$ cat src/rtl/dcache_wb.sv
// Direct-mapped, write-back, write-allocate data cache: one 32-bit word per request,
// 128-bit block refill/write-back towards main memory.
module dcache_wb #(
    parameter int unsigned INDEX_W = 3,
    parameter int unsigned TAG_W   = 25
) (
    input  logic         clk,
    input  logic         rst_n,
    input  logic         proc_read,
    input  logic         proc_write,
    input  logic [29:0]  proc_addr,
    input  logic [31:0]  proc_wdata,
    output logic         proc_stall,
    output logic [31:0]  proc_rdata,
    output logic         mem_read,
    output logic         mem_write,
    output logic [27:0]  mem_addr,
    output logic [127:0] mem_wdata,
    input  logic [127:0] mem_rdata,
    input  logic         mem_ready
);

    localparam int unsigned LINES = 2 ** INDEX_W;

    typedef enum logic [1:0] {StIdle, StWriteback, StAllocate} state_e;

    state_e state_q, state_d;

    logic               valid_q [LINES];
    logic               dirty_q [LINES];
    logic [TAG_W-1:0]   tag_q   [LINES];
    logic [127:0]       data_q  [LINES];

    logic [INDEX_W-1:0] idx;
    logic [TAG_W-1:0]   tag;
    logic [1:0]         off;
    logic               req;
    logic               hit;
    logic               hit_wr;
    logic               refill;

    assign idx = proc_addr[INDEX_W+1:2];
    assign tag = proc_addr[29:INDEX_W+2];
    assign off = proc_addr[1:0];
    assign req = proc_read | proc_write;
    assign hit = valid_q[idx] & (tag_q[idx] == tag);

    assign proc_rdata = data_q[idx][{off, 5'b0} +: 32];

    always_comb begin
        state_d    = state_q;
        proc_stall = 1'b0;
        mem_read   = 1'b0;
        mem_write  = 1'b0;
        mem_addr   = '0;
        mem_wdata  = '0;
        hit_wr     = 1'b0;
        refill     = 1'b0;
        case (state_q)
            StIdle: begin
                proc_stall = req & ~hit;
                // A simultaneous read+write is treated as a write.
                hit_wr     = proc_write & hit;
                if (req && !hit) begin
                    state_d = (valid_q[idx] && dirty_q[idx]) ? StWriteback : StAllocate;
                end
            end
            StWriteback: begin
                proc_stall = 1'b1;
                mem_write  = 1'b1;
                mem_addr   = {tag_q[idx], idx};
                mem_wdata  = data_q[idx];
                if (mem_ready) begin
                    state_d = StAllocate;
                end
            end
            StAllocate: begin
                proc_stall = 1'b1;
                mem_read   = 1'b1;
                mem_addr   = proc_addr[29:2];
                if (mem_ready) begin
                    refill  = 1'b1;
                    state_d = StIdle;
                end
            end
            default: state_d = StIdle;
        endcase
    end

    always_ff @(posedge clk or negedge rst_n) begin
        if (!rst_n) begin
            state_q <= StIdle;
            for (int i = 0; i < int'(LINES); i++) begin
                valid_q[i] <= 1'b0;
                dirty_q[i] <= 1'b0;
                tag_q[i]   <= '0;
                data_q[i]  <= '0;
            end
        end else begin
            state_q <= state_d;
            if (hit_wr) begin
                data_q[idx][{off, 5'b0} +: 32] <= proc_wdata;
                dirty_q[idx]                   <= 1'b1;
            end
            // The retried request merges on the following hit cycle, so refill leaves it clean.
            if (refill) begin
                data_q[idx]  <= mem_rdata;
                tag_q[idx]   <= tag;
                valid_q[idx] <= 1'b1;
                dirty_q[idx] <= 1'b0;
            end
        end
    end

endmodule
$ cat config.mk
export PLATFORM = sky130hd
export DESIGN_NAME = dcache_wb
export DESIGN_NICKNAME = d
export VERILOG_FILES = /design/src/rtl/dcache_wb.sv
export SDC_FILE = /design/constraint.sdc
export NUM_CORES = 2
export LEC_CHECK = 0
export CAP_MARGIN = 20
export CORE_UTILIZATION = 45
export DETAILED_ROUTE_END_ITERATION = 8
export PLACE_DENSITY = 0.62
export SYNTH_ARGS = -nofsm -noshare
export SYNTH_HDL_FRONTEND = slang
export SYNTH_SLANG_ARGS = --single-unit
$ cat constraint.sdc
create_clock -name clk -period 4.1 [get_ports clk]
set_input_delay 0.41 -clock clk [delete_from_list [all_inputs] [get_ports clk]]
set_output_delay 0.41 -clock clk [all_outputs]
set_load 0.005 [all_outputs]
## After elaboration in Yosys (flattened, before gate mapping)

Cells that the tools add are included.

- Shift-type cells: 3
- Muxes and demuxes: 40
- Add/sub/neg operators: 1
- Reductions and logical operators: 7
- Bitwise gates (word level): 10
- Magnitude comparators: 2
- Eq/ne operators: 6

Operators by type and width:

| operator | count |
|---|---|
| bitwise mux 1024 bit | 2 |
| two-way mux 1024 bit | 2 |
| demux 128 bit (select 3 bit) | 2 |
| two-way mux 128 bit | 5 |
| binary-select mux 128 bit (select 3 bit) | 1 |
| bitwise mux 200 bit | 1 |
| variable shift 32 x 9 -> 128 bit (first input constant) | 1 |
| indexed part select 128 x 8 -> 32 bit | 1 |
| indexed part select 32 x 9 -> 128 bit | 1 |
| binary-select mux 25 bit (select 3 bit) | 1 |
| demux 25 bit (select 3 bit) | 1 |
| two-way mux 25 bit | 3 |
| one-hot mux 28 bit (2 select lines) | 1 |
| == test 25 bit | 1 |
| two-way mux 8 bit | 2 |
| bitwise OR 8 bit | 2 |
| two-way mux 1 bit | 10 |
| negation 7 -> 9 bit | 1 |
| bitwise AND 8 bit | 1 |
| two-way mux 2 bit | 4 |
| inverter 8 bit | 1 |
| binary-select mux 1 bit (select 3 bit) | 2 |
| != test 2 bit (second input constant) | 3 |
| one-hot mux 2 bit (3 select lines) | 1 |
| other kinds (15) | 19 |

- Output and inout bits: 191
- Logic and storage cells: 102
- Input port bits: 195
- Flip-flop bits (word level): 1242

## Longest topological paths before layout

- Word-level depth: 11
- Depth in mapped cells: 15
- Depth with buffers taken out: 9

## Worst setup path after synthesis

No wires, ideal clock.

- Kind: in2out
- Start: input port proc_addr[2]
- End: output port proc_stall
- Cell stages on the path: 11
- Arrival: 3082 ps
- Slack: 608 ps
- Path buffers: 3
- Data required time: 3690 ps
- Cell sequence: buf_6 > buf_6 > mux4_2 > mux2i_1 > xor2_1 > nand3_1 > or4_1 > nor4_1 > clkbuf_1 > o21ba_2 > nor2_1

- Longest elaborated chain between the ends: 9
- Elaborated cells between the ends (all ways): 12
- Those cells by class: 1 x eq/ne; 7 x mux; 4 x bitwise

RTL lines:

| item | line | source |
|---|---|---|
| from (decl) | 11 | `input logic [29:0] proc_addr,` |
| inverter 3 -> 4 bit (implied by the code) * | 46 | `assign hit = valid_q[idx] & (tag_q[idx] == tag);` |
| binary-select mux 25 bit (select 3 bit) | 46 |  |
| two-way mux 25 bit (implied by the code) (2 in series) | 46 |  |
| == test 25 bit | 46 |  |
| bitwise AND 1 bit * | 46 |  |
| inverter 1 bit * | 61 | `proc_stall = req & ~hit;` |
| bitwise AND 1 bit * | 61 |  |
| one-hot mux 1 bit (2 select lines) * | 59 | `case (state_q)` |
| to (decl) | 13 | `output logic proc_stall,` |

Mark *: on every way between the ends. The rest lies on a longest branch, timed or not. The select of a mux whose other input is x is not followed.

## Final worst setup path

- Start: input port proc_addr[4]
- End: output port proc_rdata[12]

- Longest elaborated chain between the ends: 5

RTL lines:

| item | line | source |
|---|---|---|
| inverter 3 -> 4 bit (implied by the code) | 48 | `assign proc_rdata = data_q[idx][{off, 5'b0} +: 32];` |
| binary-select mux 128 bit (select 3 bit) | 48 |  |
| two-way mux 128 bit (implied by the code) (2 in series) | 48 |  |
| indexed part select 128 x 8 -> 32 bit | 48 |  |
| to (decl) | 14 | `output logic [31:0] proc_rdata,` |

No other way between the ends. The select of a mux whose other input is x is not followed.

==> flow_metrics.py <==
metrics = {
    "synthesis": {
        "synth_flop_cell": "dfrtp_1",
        "yosysSeqAreaShare": 0.530,
        "avgSynthCellArea_um2": 10.7,
        "synth_edf_count": 0,
        "synth_cell_types": 66,
        "yosysWarnings": 0,
        "synth_top_area_cell": "dfrtp_1",
        "syn-cell-area_um2": 58700,
        "syn_inst": 5459,
        "synth_nets": 5662,
        "synthTopCellsByArea": "dfrtp_1 (53%), a2bb2oi_1 (11%), a22oi_1 (5.7%), nand2_1 (5.0%), and2_1 (2.5%)",
        "synth_most_common_cell": "dfrtp_1",
        "synthArstFlopShare": 1.00,
        "synth_top_area_frac": 0.530,
        "yosys_register_bits": 1242,
        "synth_commonest_cells": "dfrtp_1 (1242), nand2_1 (789), a2bb2oi_1 (768)",
    },
    "cells_and_area": {
        "finish.utilization": 0.569,
        "drive_above_1_share": 0.166,
        "fin_area_um2": 73600,
        "syn_to_final_growth_pct": 25.5,
        "fillers": 11000,
        "nets": 6226,
    },
    "worst_setup_path": {
        "cp.required_ns": 3.69,
        "cp_max_fo": 39,
        "rr_worst_depth": 11,
        "crit_arrival_ns": 3.65,
        "slowest_delay_ns": 0.53,
        "timing.reg2reg.setup_slack_ns": 0.36,
        "r2r_end": "data_q[400]",
        "worst-setup-path-type": "primary input to output port",
        "start_kind": "primary input",
        "crit_path_end_kind": "output port",
        "slowest_stage": "clkdlybuf4s50_1",
        "crit_start": "proc_addr[4]",
        "reg2reg_from": "tag_q[84]",
        "path_cells": "buf_6 > buf_4 > nor3b_2 > buf_4 > buf_12 > buf_12 > a22oi_1 > nand4_1 > mux4_2 > clkdlybuf4s50_1",
        "cp-endpoint": "proc_rdata[12]",
    },
    "detailed_routing": {
        "via_count": 52100,
        "viasPerCell": 6.60,
        "routed_wl_mm": 244,
        "drc": 0,
        "ant_nets": 0,
        "first_pass_iters": 8,
        "drtIter0Drc": 6863,
        "wire_per_inst_um": 30.9,
    },
    "power": {
        "power_frac_comb": 0.297,
        "clkPwrFrac": 0.268,
        "power_density_nw_per_um2": 659,
        "power_frac_seq": 0.435,
        "vdd_drop_max_uv": 373,
        "p_leak_uw": 0.0315,
        "p_switching_uw": 15700,
        "p_sw_frac": 0.323,
        "power_uw": 48500,
        "internal_power_uw": 32800,
    },
    "grt": {
        "grt_util_all_layers": 0.366,
        "overflow": 0,
        "antenna_found_initial": 43,
        "grt_pass1_wl_mm": 353,
        "grt_pass1_vias": 50000,
        "grt_max_degree": 146,
    },
    "timing": {
        "final.setup_skew_ns": 0.0329,
        "worst_slew_pin_slew_ns": 1.25,
        "rsz0062_at_grt": "false",
        "fin_tns_setup_ns": 0,
        "hold_viol": 0,
        "slew_violations": 0,
        "finalSetupViolations": 0,
        "layout_min_cycle_time_ns": 4.06,
        "slew_headroom": 0.169,
        "clock.fmax_mhz": 247,
        "period_share": 0.989,
        "hold_ws_ns": 0.210,
    },
    "clocking": {
        "clock-sinks": 1242,
        "cts-buffers-inserted": 138,
        "cts_root_buf": "clkbuf_16",
        "clk_pin_slew_ns": 0.06,
        "cts_tree": "done",
        "clock_path_buffers": 3,
        "clk_latency_ns": 0.80,
        "cts_htree_levels": 4,
    },
    "run_status": {
        "status": "complete, no violations",
    },
    "floorplanning": {
        "start_util": 0.453,
        "die_h_um": 363,
        "placementRows": 132,
        "design.die.area_um2": 132000,
        "ios": 386,
        "fp.dieW_um": 363,
        "core_um2": 129000,
    },
    "placement": {
        "placed_area_um2": 68700,
        "dp_hpwl_mm": 163,
        "io_buffers": 385,
        "routabilityCongestion": 0.931,
    },
    "flow_run": {
        "drv_cap": 0,
    },
    "hold_path": {
        "hp-class": "primary input to async pin",
    },
}
[power by group through the flow]
stage          logic [uW]  registers (uW)  clock network (uW)
2_1_floorplan        8560           20200                   0
4_1_cts             14100           20900               13100
6_report            14400           21100               13000
3_5_place_dp        14000           21000                   0
5_1_grt             15300           21700               13600
3_3_place_gp        13700           20900                   0
[metal layers]
metal | vias to the layer above | part of all wire | global-route usage
met5 | - | 0.00090 | 0
met4 | 35 | 0.056 | 0.185
met3 | 601 | 0.12 | 0.114
met2 | 3136 | 0.43 | 0.522
met1 | 26600 | 0.40 | 0.503
li1 | 21700 | - | -
[how the worst min path moves through the flow]
stage             endpoint     startpoint  slack [ns]
2_1_floorplan    async pin          rst_n        0.11
3_3_place_gp    valid_q[0]     valid_q[0]        0.45
3_5_place_dp    valid_q[7]     valid_q[7]        0.45
4_1_cts         tag_q[108]  proc_addr[13]        0.32
5_1_grt        data_q[478]          rst_n        0.32
6_report       data_q[478]          rst_n        0.21
[kinds of logic after synthesis]
kind of cell             after synthesis  synth area share
AO/OA/AOI/OAI                       2017             0.265
AND/OR/NAND/NOR                     1395             0.110
flip-flops                          1242             0.530
buffers and inverters                580            0.0428
multiplexers                         204            0.0491
XOR/XNOR                              13           0.00194
adder cells (fa/ha/maj)                8           0.00171
[worst max-delay path, delay by kind of cell]
family | cells | cell delay [ns]
AOI/OAI and AO/OA | 1 | 0.12
muxes | 1 | 0.38
buffers and inverters | 6 | 1.91
and+or+nand+nor | 2 | 0.72
[area by class of cell]
type                    count  area, um2  share of cell area
flip-flops and latches   1242      31100               0.422
multi-input cells        3637      25500               0.346
repair buffers            956       9920               0.135
clock buffers             211       4180              0.0568
well taps                1742       2180              0.0296
clock inverters            38        561             0.00761
inverters                  48        180             0.00245
diodes                     20       50.0            0.000680
[state kept, by name (all words and copies together), names as in the netlist, named ones only]
name,cells
dirty_q,3
valid_q,8
data_q,1024
tag_q,200
state_q,2
[placed cells by master, fill, tap and decap left out, types with 46 or more instances in the layout]
| master | count |
|---|---|
| dfrtp_1 | 1242 |
| nand2_1 | 780 |
| a2bb2oi_1 | 768 |
| a22oi_1 | 449 |
| buf_4 | 429 |
| clkdlybuf4s50_1 | 379 |
| and2_1 | 236 |
| o21ai_0 | 175 |
| buf_12 | 143 |
| clkbuf_16 | 141 |
| a31oi_1 | 140 |
| o22ai_1 | 133 |
| o21a_1 | 120 |
| nor2_1 | 113 |
| nand4_1 | 101 |
| mux2_2 | 79 |
| mux2i_1 | 62 |
| mux4_2 | 59 |
| a221o_1 | 53 |
| a21oi_1 | 52 |
| inv_1 | 46 |
[timing repair]
item / in CTS / in global routing
pin swaps: 5 / 6
buffers inserted: 5 / 6
gates resized for setup: 5 / 7
hold buffers: 1 / 0
endpoints found under the setup margin: 1 / 2
hold endpoints to repair: 119 / 0
[per-stage QoR]
| stage | setup WS [ns] | std cells |
|---|---|---|
| after CTS | 0.0473 | 7868 |
| after floorplan | 0.608 | 5459 |
| after global placement | -0.131 | 7613 |
| after global routing | 0.00866 | 7876 |
| final | 0.0437 | 7894 |
| after detailed placement | -0.154 | 7613 |
(Power assumes the default switching activity.)
